===== src/rtl/slice_codec_pkg.sv =====
// Shared slice-layer codec definitions, used by both the encoder and the
// decoder side of the camera path.
//   slice_type_e : slice type encoding written as the first header codeword
//   *_W          : header field widths
//   MAX_CW_LEN   : longest Exp-Golomb codeword the header can produce
//   EPB_BYTE     : emulation-prevention byte value
//   se_code_num  : signed se(v) value -> ue code number
package slice_codec_pkg;

  typedef enum logic [1:0] {
    SLICE_P = 2'd0,
    SLICE_B = 2'd1,
    SLICE_I = 2'd2
  } slice_type_e;

  localparam logic [1:0]  SLICE_TYPE_ILLEGAL = 2'd3;

  localparam int unsigned SLICE_TYPE_W = 2;
  localparam int unsigned NUM_REF_W    = 3;
  localparam int unsigned QP_DELTA_W   = 6;
  localparam int unsigned CODE_NUM_W   = 7;
  localparam int unsigned CW_LEN_W     = 4;
  localparam int unsigned MAX_CW_LEN   = 13;

  localparam logic [7:0]  EPB_BYTE     = 8'h03;

  // se(v): 2v-1 for v>0, -2v for v<=0. Range -32..31 maps to 0..64.
  function automatic logic [CODE_NUM_W-1:0] se_code_num(input logic [QP_DELTA_W-1:0] v);
    logic [7:0] neg;
    neg = 8'd0 - {{2{v[QP_DELTA_W-1]}}, v};
    if (!v[QP_DELTA_W-1] && (v != '0)) begin
      se_code_num = {v, 1'b0} - 7'd1;
    end else begin
      se_code_num = {neg[5:0], 1'b0};
    end
  endfunction

endpackage


===== src/rtl/exp_golomb_encoder.sv =====
// Combinational ue(v) Exp-Golomb encoder.
//   code_num : unsigned code number (0..64 used by the slice header)
//   codeword : codeword left-aligned in MAX_CW_LEN bits, zeros below
//   cw_len   : codeword length in bits (2L-1, L = bit length of code_num+1)
module exp_golomb_encoder
  import slice_codec_pkg::*;
(
  input  logic [CODE_NUM_W-1:0] code_num,
  output logic [MAX_CW_LEN-1:0] codeword,
  output logic [CW_LEN_W-1:0]   cw_len
);

  logic [7:0] n;
  logic [2:0] nbits;

  always_comb begin
    n     = {1'b0, code_num} + 8'd1;
    nbits = 3'd1;
    // Only bits 0..6 are searched: code numbers above 126 never occur.
    for (int unsigned i = 1; i < 7; i++) begin
      if (n[i]) nbits = 3'(i + 1);
    end
    cw_len   = {nbits, 1'b0} - 4'd1;
    // n right-aligned in cw_len bits already carries the L-1 leading zeros;
    // shifting it up left-aligns the whole codeword.
    codeword = {5'b0, n} << (4'(MAX_CW_LEN) - cw_len);
  end

endmodule


===== src/rtl/slice_encoder.sv =====
// Slice-layer bitstream writer: Exp-Golomb header, byte payload, RBSP
// trailing bits, emitted as a byte stream toward the NAL packer.
// Optional macro SLICE_ENC_EMULATION_PREV_EN inserts 0x03 after two 0x00
// bytes when the next byte is <= 0x03.
//   clk, reset                  : clock, synchronous active-high reset
//   start / slice_type / num_ref_idx_l0_active_minus1 /
//   num_ref_idx_l1_active_minus1 / slice_qp_delta : header fields, latched on start in IDLE
//   in_data/in_valid/in_last/in_ready     : payload byte stream in
//   out_data/out_valid/out_last/out_ready : encoded byte stream out
//   busy  : high outside IDLE
//   done  : pulse after the final byte is accepted
//   error : pulse on start with an illegal slice type
module slice_encoder
  import slice_codec_pkg::*;
#(
  parameter int unsigned ACC_W = 40
) (
  input  logic       clk,
  input  logic       reset,
  input  logic       start,
  input  logic [1:0] slice_type,
  input  logic [2:0] num_ref_idx_l0_active_minus1,
  input  logic [2:0] num_ref_idx_l1_active_minus1,
  input  logic [5:0] slice_qp_delta,
  input  logic [7:0] in_data,
  input  logic       in_valid,
  input  logic       in_last,
  output logic       in_ready,
  output logic [7:0] out_data,
  output logic       out_valid,
  input  logic       out_ready,
  output logic       out_last,
  output logic       busy,
  output logic       done,
  output logic       error
);

  localparam int unsigned CNT_W = $clog2(ACC_W + 1);
  localparam int unsigned SUM_W = CNT_W + 1;
  localparam logic [SUM_W-1:0] ACC_LIM = SUM_W'(ACC_W);
  localparam logic [CNT_W-1:0] IN_LIM  = CNT_W'(ACC_W - 8);
  localparam logic [CNT_W-1:0] BYTE_W  = CNT_W'(8);

  typedef enum logic [2:0] {
    ST_IDLE,
    ST_HDR,
    ST_DATA,
    ST_TRAIL,
    ST_DRAIN
  } state_e;

  typedef enum logic [1:0] {
    FLD_TYPE,
    FLD_L0,
    FLD_L1,
    FLD_QP
  } hdr_fld_e;

  state_e      state;
  hdr_fld_e    fld;
  slice_type_e type_q;
  logic [2:0]  l0_q;
  logic [2:0]  l1_q;
  logic [5:0]  qp_q;

  // Valid bits are left-aligned: acc[ACC_W-1 -: count], zeros below.
  logic [ACC_W-1:0] acc;
  logic [CNT_W-1:0] count;

  logic [CODE_NUM_W-1:0] code_num;
  logic [MAX_CW_LEN-1:0] cw;
  logic [CW_LEN_W-1:0]   cw_len;

  logic [MAX_CW_LEN-1:0] app_bits;
  logic [CW_LEN_W-1:0]   app_len;
  logic [SUM_W-1:0]      fill;
  logic                  app_fits;
  logic                  app_en;

  logic [7:0]       top_byte;
  logic             insert;
  logic             fire;
  logic             emit;
  logic [CNT_W-1:0] base;
  logic [ACC_W-1:0] acc_next;
  logic [CNT_W-1:0] count_next;

  exp_golomb_encoder u_eg (
    .code_num (code_num),
    .codeword (cw),
    .cw_len   (cw_len)
  );

  always_comb begin
    case (fld)
      FLD_TYPE: code_num = {5'b0, type_q};
      FLD_L0:   code_num = {4'b0, l0_q};
      FLD_L1:   code_num = {4'b0, l1_q};
      default:  code_num = se_code_num(qp_q);
    endcase
  end

  assign in_ready = (state == ST_DATA) && (count <= IN_LIM);

  always_comb begin
    app_bits = '0;
    app_len  = '0;
    case (state)
      ST_HDR: begin
        app_bits = cw;
        app_len  = cw_len;
      end
      ST_DATA: begin
        app_bits = {in_data, 5'b0};
        app_len  = 4'd8;
      end
      ST_TRAIL: begin
        // Stop bit plus P zeros, P = (8 - (count+1) mod 8) mod 8 = ~count[2:0].
        app_bits = {1'b1, 12'b0};
        app_len  = {1'b0, ~count[2:0]} + 4'd1;
      end
      default: ;
    endcase
    fill     = {1'b0, count} + SUM_W'(app_len);
    app_fits = (fill <= ACC_LIM);
    case (state)
      ST_HDR, ST_TRAIL: app_en = app_fits;
      ST_DATA:          app_en = in_valid && in_ready;
      default:          app_en = 1'b0;
    endcase
  end

  assign top_byte  = acc[ACC_W-1 -: 8];
  assign out_valid = (count >= BYTE_W);
  assign busy      = (state != ST_IDLE);

`ifdef SLICE_ENC_EMULATION_PREV_EN
  logic [1:0] zero_run;
  assign insert = out_valid && (zero_run == 2'd2) && (top_byte <= EPB_BYTE);
`else
  assign insert = 1'b0;
`endif

  assign out_data = insert ? EPB_BYTE : top_byte;
  assign out_last = (state == ST_DRAIN) && (count == BYTE_W) && !insert;
  assign fire     = out_valid && out_ready;
  // An inserted byte is emitted without consuming accumulator bits.
  assign emit     = fire && !insert;

  // Append position is relative to the post-emit count so that a
  // simultaneous emit and append land the new bits directly after the
  // remaining ones.
  always_comb begin
    base       = emit ? (count - BYTE_W) : count;
    acc_next   = (emit ? {acc[ACC_W-9:0], 8'h00} : acc)
               | (app_en ? ({app_bits, {(ACC_W-MAX_CW_LEN){1'b0}}} >> base) : '0);
    count_next = count + (app_en ? CNT_W'(app_len) : '0) - (emit ? BYTE_W : '0);
  end

  always_ff @(posedge clk) begin
    if (reset) begin
      state  <= ST_IDLE;
      fld    <= FLD_TYPE;
      type_q <= SLICE_P;
      l0_q   <= '0;
      l1_q   <= '0;
      qp_q   <= '0;
      acc    <= '0;
      count  <= '0;
      done   <= 1'b0;
      error  <= 1'b0;
`ifdef SLICE_ENC_EMULATION_PREV_EN
      zero_run <= '0;
`endif
    end else begin
      done  <= 1'b0;
      error <= 1'b0;
      acc   <= acc_next;
      count <= count_next;
      case (state)
        ST_IDLE: begin
          if (start) begin
            if (slice_type == SLICE_TYPE_ILLEGAL) begin
              error <= 1'b1;
            end else begin
              type_q <= slice_type_e'(slice_type);
              l0_q   <= num_ref_idx_l0_active_minus1;
              l1_q   <= num_ref_idx_l1_active_minus1;
              qp_q   <= slice_qp_delta;
              fld    <= FLD_TYPE;
              state  <= ST_HDR;
            end
          end
        end
        ST_HDR: begin
          if (app_en) begin
            case (fld)
              FLD_TYPE: fld <= (type_q == SLICE_I) ? FLD_QP : FLD_L0;
              FLD_L0:   fld <= (type_q == SLICE_B) ? FLD_L1 : FLD_QP;
              FLD_L1:   fld <= FLD_QP;
              default:  state <= ST_DATA;
            endcase
          end
        end
        ST_DATA: begin
          if (app_en && in_last) state <= ST_TRAIL;
        end
        ST_TRAIL: begin
          if (app_en) state <= ST_DRAIN;
        end
        ST_DRAIN: begin
          if (fire && out_last) begin
            state <= ST_IDLE;
            done  <= 1'b1;
          end
        end
        default: state <= ST_IDLE;
      endcase
`ifdef SLICE_ENC_EMULATION_PREV_EN
      if ((state == ST_IDLE) && start) begin
        zero_run <= '0;
      end else if (fire) begin
        zero_run <= (insert || (out_data != 8'h00)) ? 2'd0 : zero_run + 2'd1;
      end
`endif
    end
  end

endmodule


===== config.mk =====
export PLATFORM = sky130hd
export DESIGN_NAME = slice_encoder
export DESIGN_NICKNAME = d
export VERILOG_FILES = /design/src/rtl/slice_codec_pkg.sv /design/src/rtl/exp_golomb_encoder.sv /design/src/rtl/slice_encoder.sv
export SDC_FILE = /design/constraint.sdc
export NUM_CORES = 1
export LEC_CHECK = 0
export ABC_AREA = 1
export BUFFER_PORTS_ARGS = -buffer_cell sky130_fd_sc_hd__buf_2
export CAP_MARGIN = 20
export CORE_MARGIN = 4
export CORE_UTILIZATION = 30
export DETAILED_ROUTE_END_ITERATION = 6
export GPL_ROUTABILITY_DRIVEN = 0
export MAX_ROUTING_LAYER = met4
export PLACE_DENSITY = 0.43
export REMOVE_ABC_BUFFERS = 1
export SYNTH_ARGS = -nofsm -noshare
export SYNTH_HDL_FRONTEND = slang
export SYNTH_SLANG_ARGS = --single-unit

===== constraint.sdc =====
create_clock -name clk -period 14.85 [get_ports clk]
set_input_delay 2.97 -clock clk [delete_from_list [all_inputs] [get_ports clk]]
set_output_delay 2.97 -clock clk [all_outputs]
set_load 0.01 [all_outputs]

==> metrics <==
status=finished, final reports clean; die area=0.01998 mm^2; total power=1.277 mW; Clock Tree Root=clkbuf_16; hold_buf cts=0; worst rel slew slack=0.3917; Final min period=6.076 ns; DR vias=about 5400; Cell Pwr Density=213.3 mW/mm^2; drt wl/cell=14.42 um; largest net degree at the start of global routing=64; Post-DP HPWL=between 10000 and 15000 um; critical path class=reg2reg; Synth cell types=52; #FFs+latches synth=67; Worst Tran Pin Value=between 0.9 and 1 ns; Slew Viols, Final=0; I/O pin total=42; P_sw=640.6 uW; Most common cell on crit path=inv_1; total routed wirelength=15590 um; die width=141.4 um; final core occ=0.3451; die outline height=141.4 um; number of port buffers=41; Pint=636.9 uW; r2r setup slk=between 8 and 9 ns; commonest non-fill, non-tap cell in the layout=nand2_1; Placeable Area=0.01736 mm^2; combinational share of power=0.584; Core Rows=48; TNS Setup=0 ns; Fillers=1947; TritonCTS Buffers=9; # nets final=905; Tcrit/Tclk final=0.4092; clock slew at reported path FFs=0.06 ns; DP Area=0.005629 mm^2; reg-to-reg startpoint=qp_q[0]$_SDFFE_PP0P_; # Post-CTS Setup Buffers=0; first-pass GRT wire length=26280 um; Bufs and invs on worst path=8; Critical Path End Type=flop; post-route insts no fill=1081; worst hold path type=reg2reg; area of the mapped netlist=around 0.0053 mm^2; hold path start=l0_q[2]$_SDFFE_PP0P_; Worst Path Required=15.09 ns; Gates resized, CTS repair=0; Clock Latency Late Sink=0.35 ns; most frequent cells in the layout=202 x nand2_1, 131 x nand3_1, 71 x inv_1, 67 x a21oi_1, 67 x dfxtp_1; all-layer global routing usage=0.1658; Placed Cells=1065; DRC viols=0; share of cells above drive strength 1=0.1320; antenna fix cells=0; switching part of the total=0.5014; element type at the critical path start=flop; Arr. time, crit path=6.31 ns; Final Skew=0.008244 ns; crit-path max cell delay=0.45 ns; Seq pwr share=0.210; Initial Utilization=0.3074; Post-Synthesis Cells=between 800 and 900; RSZ-0062 raised after global routing=false; delay-heaviest family, CP=simple AND/OR/NAND/NOR gates; Worst Hold Path EP=l0_q[2]$_SDFFE_PP0P_; maximum buffer depth of the clock tree=2; leakage power=2.682 nW; final hold slack=0.4623 ns; Setup violations, final=0; Max Clk Rate=roughly 0.16 GHz; TritonCTS clock tree=built; Hold Fails Final Rpt=0; clock share of power=0.206; vias in the first global route=5139; setup ws final=8.774 ns; global route overflow=0; via density per instance=4.949; initial antenna violation count=0; Hold Path Stages=2; register area share after synthesis=0.2514; Post-DRT Antenna Nets=0; max-cap violations=0; post-placement setup slack=8.755 ns; Area growth, synth to finish=12.27%; H-tree level count=3; slowest CP cell=fa_1; R2R depth=40; final instance area=roughly 0.006 mm^2; critical path peak fanout=17; Peak supply drop=0.00008480 V; Initial DRC Count=383; first-pass detailed-route iteration total=5; Synth Warn #=0; Num Clock Sinks=67; Critical R2R Capture=count[5]$_SDFF_PP0_; Synth Area per Inst=6.336 um^2
[worst reg2reg max path: cells and delay by family, from the launching register on]
| kind | cells | cell delay, ns |
|---|---|---|
| adders and majority gates | 6 | 1.81 |
| and+or+nand+nor | 19 | 2.09 |
| AOI/OAI and AO/OA | 7 | 1.02 |
| buffers and inverters | 8 | 0.71 |
| DFF | 1 | 0.35 |
[power by group through the flow]
stage                     Clock (mW)  Combinational [mW]  Sequential, mW
after global placement             0               0.739           0.273
after floorplan                    0               0.571           0.263
after CTS                      0.269               0.747           0.270
final                          0.263               0.745           0.269
after detailed placement           0               0.744           0.273
after global routing           0.278               0.858           0.276
[registers in the layout, summed over array words and instances, names as in the netlist]
register,flops
l1_q,3
fld,2
type_q,2
state,3
count,6
done,1
error,1
acc,40
l0_q,3
qp_q,6
[worst max-delay path by stage]
stage               slack (ns)                  end  depth (start not counted)                 start
finish                    8.77  count[5]$_SDFF_PP0_                         40  qp_q[0]$_SDFFE_PP0P_
global route              7.89  count[4]$_SDFF_PP0_                         40  qp_q[0]$_SDFFE_PP0P_
CTS                       8.71  count[4]$_SDFF_PP0_                         40  qp_q[0]$_SDFFE_PP0P_
detailed placement        8.75  count[4]$_SDFF_PP0_                         40  qp_q[0]$_SDFFE_PP0P_
global placement          8.91  count[4]$_SDFF_PP0_                         40  qp_q[0]$_SDFFE_PP0P_
floorplan                 8.79   acc[22]$_SDFF_PP0_                          8             out_ready
[synth_stat cells, drive strengths merged]
master | number | area share
clkinv | 3 | 0.0021
nand3 | 136 | 0.13
o221ai | 1 | 0.0016
o22ai | 2 | 0.0023
buf | 19 | 0.022
o311ai | 1 | 0.0016
xnor2 | 1 | 0.0016
o2111ai | 1 | 0.0016
o21ai | 56 | 0.057
clkbuf | 27 | 0.019
ha | 24 | 0.056
nand4 | 22 | 0.026
inv | 82 | 0.058
mux2 | 1 | 0.0021
o41ai | 2 | 0.0033
fa | 2 | 0.0075
nor4 | 2 | 0.0052
o21a | 5 | 0.0070
a211oi | 2 | 0.0028
nor2 | 64 | 0.057
or2 | 1 | 0.0012
dfxtp | 67 | 0.25
nor3 | 6 | 0.0066
a21o | 1 | 0.0014
a31oi | 5 | 0.0059
a21oi | 67 | 0.063
nand2 | 219 | 0.16
o21bai | 2 | 0.0028
o211ai | 4 | 0.0056
o221a | 1 | 0.0021
and2 | 1 | 0.0012
mux2i | 10 | 0.019
a21boi | 2 | 0.0035
xor2 | 3 | 0.0049
[metal layers]
| metal | track usage | wire length [um] | up-vias |
|---|---|---|---|
| met5 | - | 0 | - |
| met4 | 0.03978 | 170 | 0 |
| met3 | 0.02932 | 526 | 13 |
| met2 | 0.2503 | 6854 | 79 |
| met1 | 0.2308 | 8040 | 2422 |
| li1 | - | - | 2836 |
[area by class of cell]
cell class	count	area, um^2	area share
timing repair buffer	44	227.7	0.03802
sequential	67	1341	0.2239
clock buffer	11	252.7	0.04220
tap	225	281.5	0.04700
clock inverter	5	107.6	0.01797
multi-input combinational	644	3457	0.5772
inverter	85	321.6	0.05369
[logic make-up (layout without fill, tap and decap cells)]
kind of cell / count (synthesis) / in the layout / synth area share
AND/OR/NAND/NOR: 451 / 451 / 0.3949
AO/OA/AOI/OAI: 152 / 152 / 0.1614
buffers and inverters: 131 / 145 / 0.1011
flip-flops: 67 / 67 / 0.2514
adder cells (fa/ha/maj): 26 / 26 / 0.06379
multiplexers: 11 / 11 / 0.02087
XOR/XNOR: 4 / 4 / 0.006568
Power figures use the tool's default switching activity.
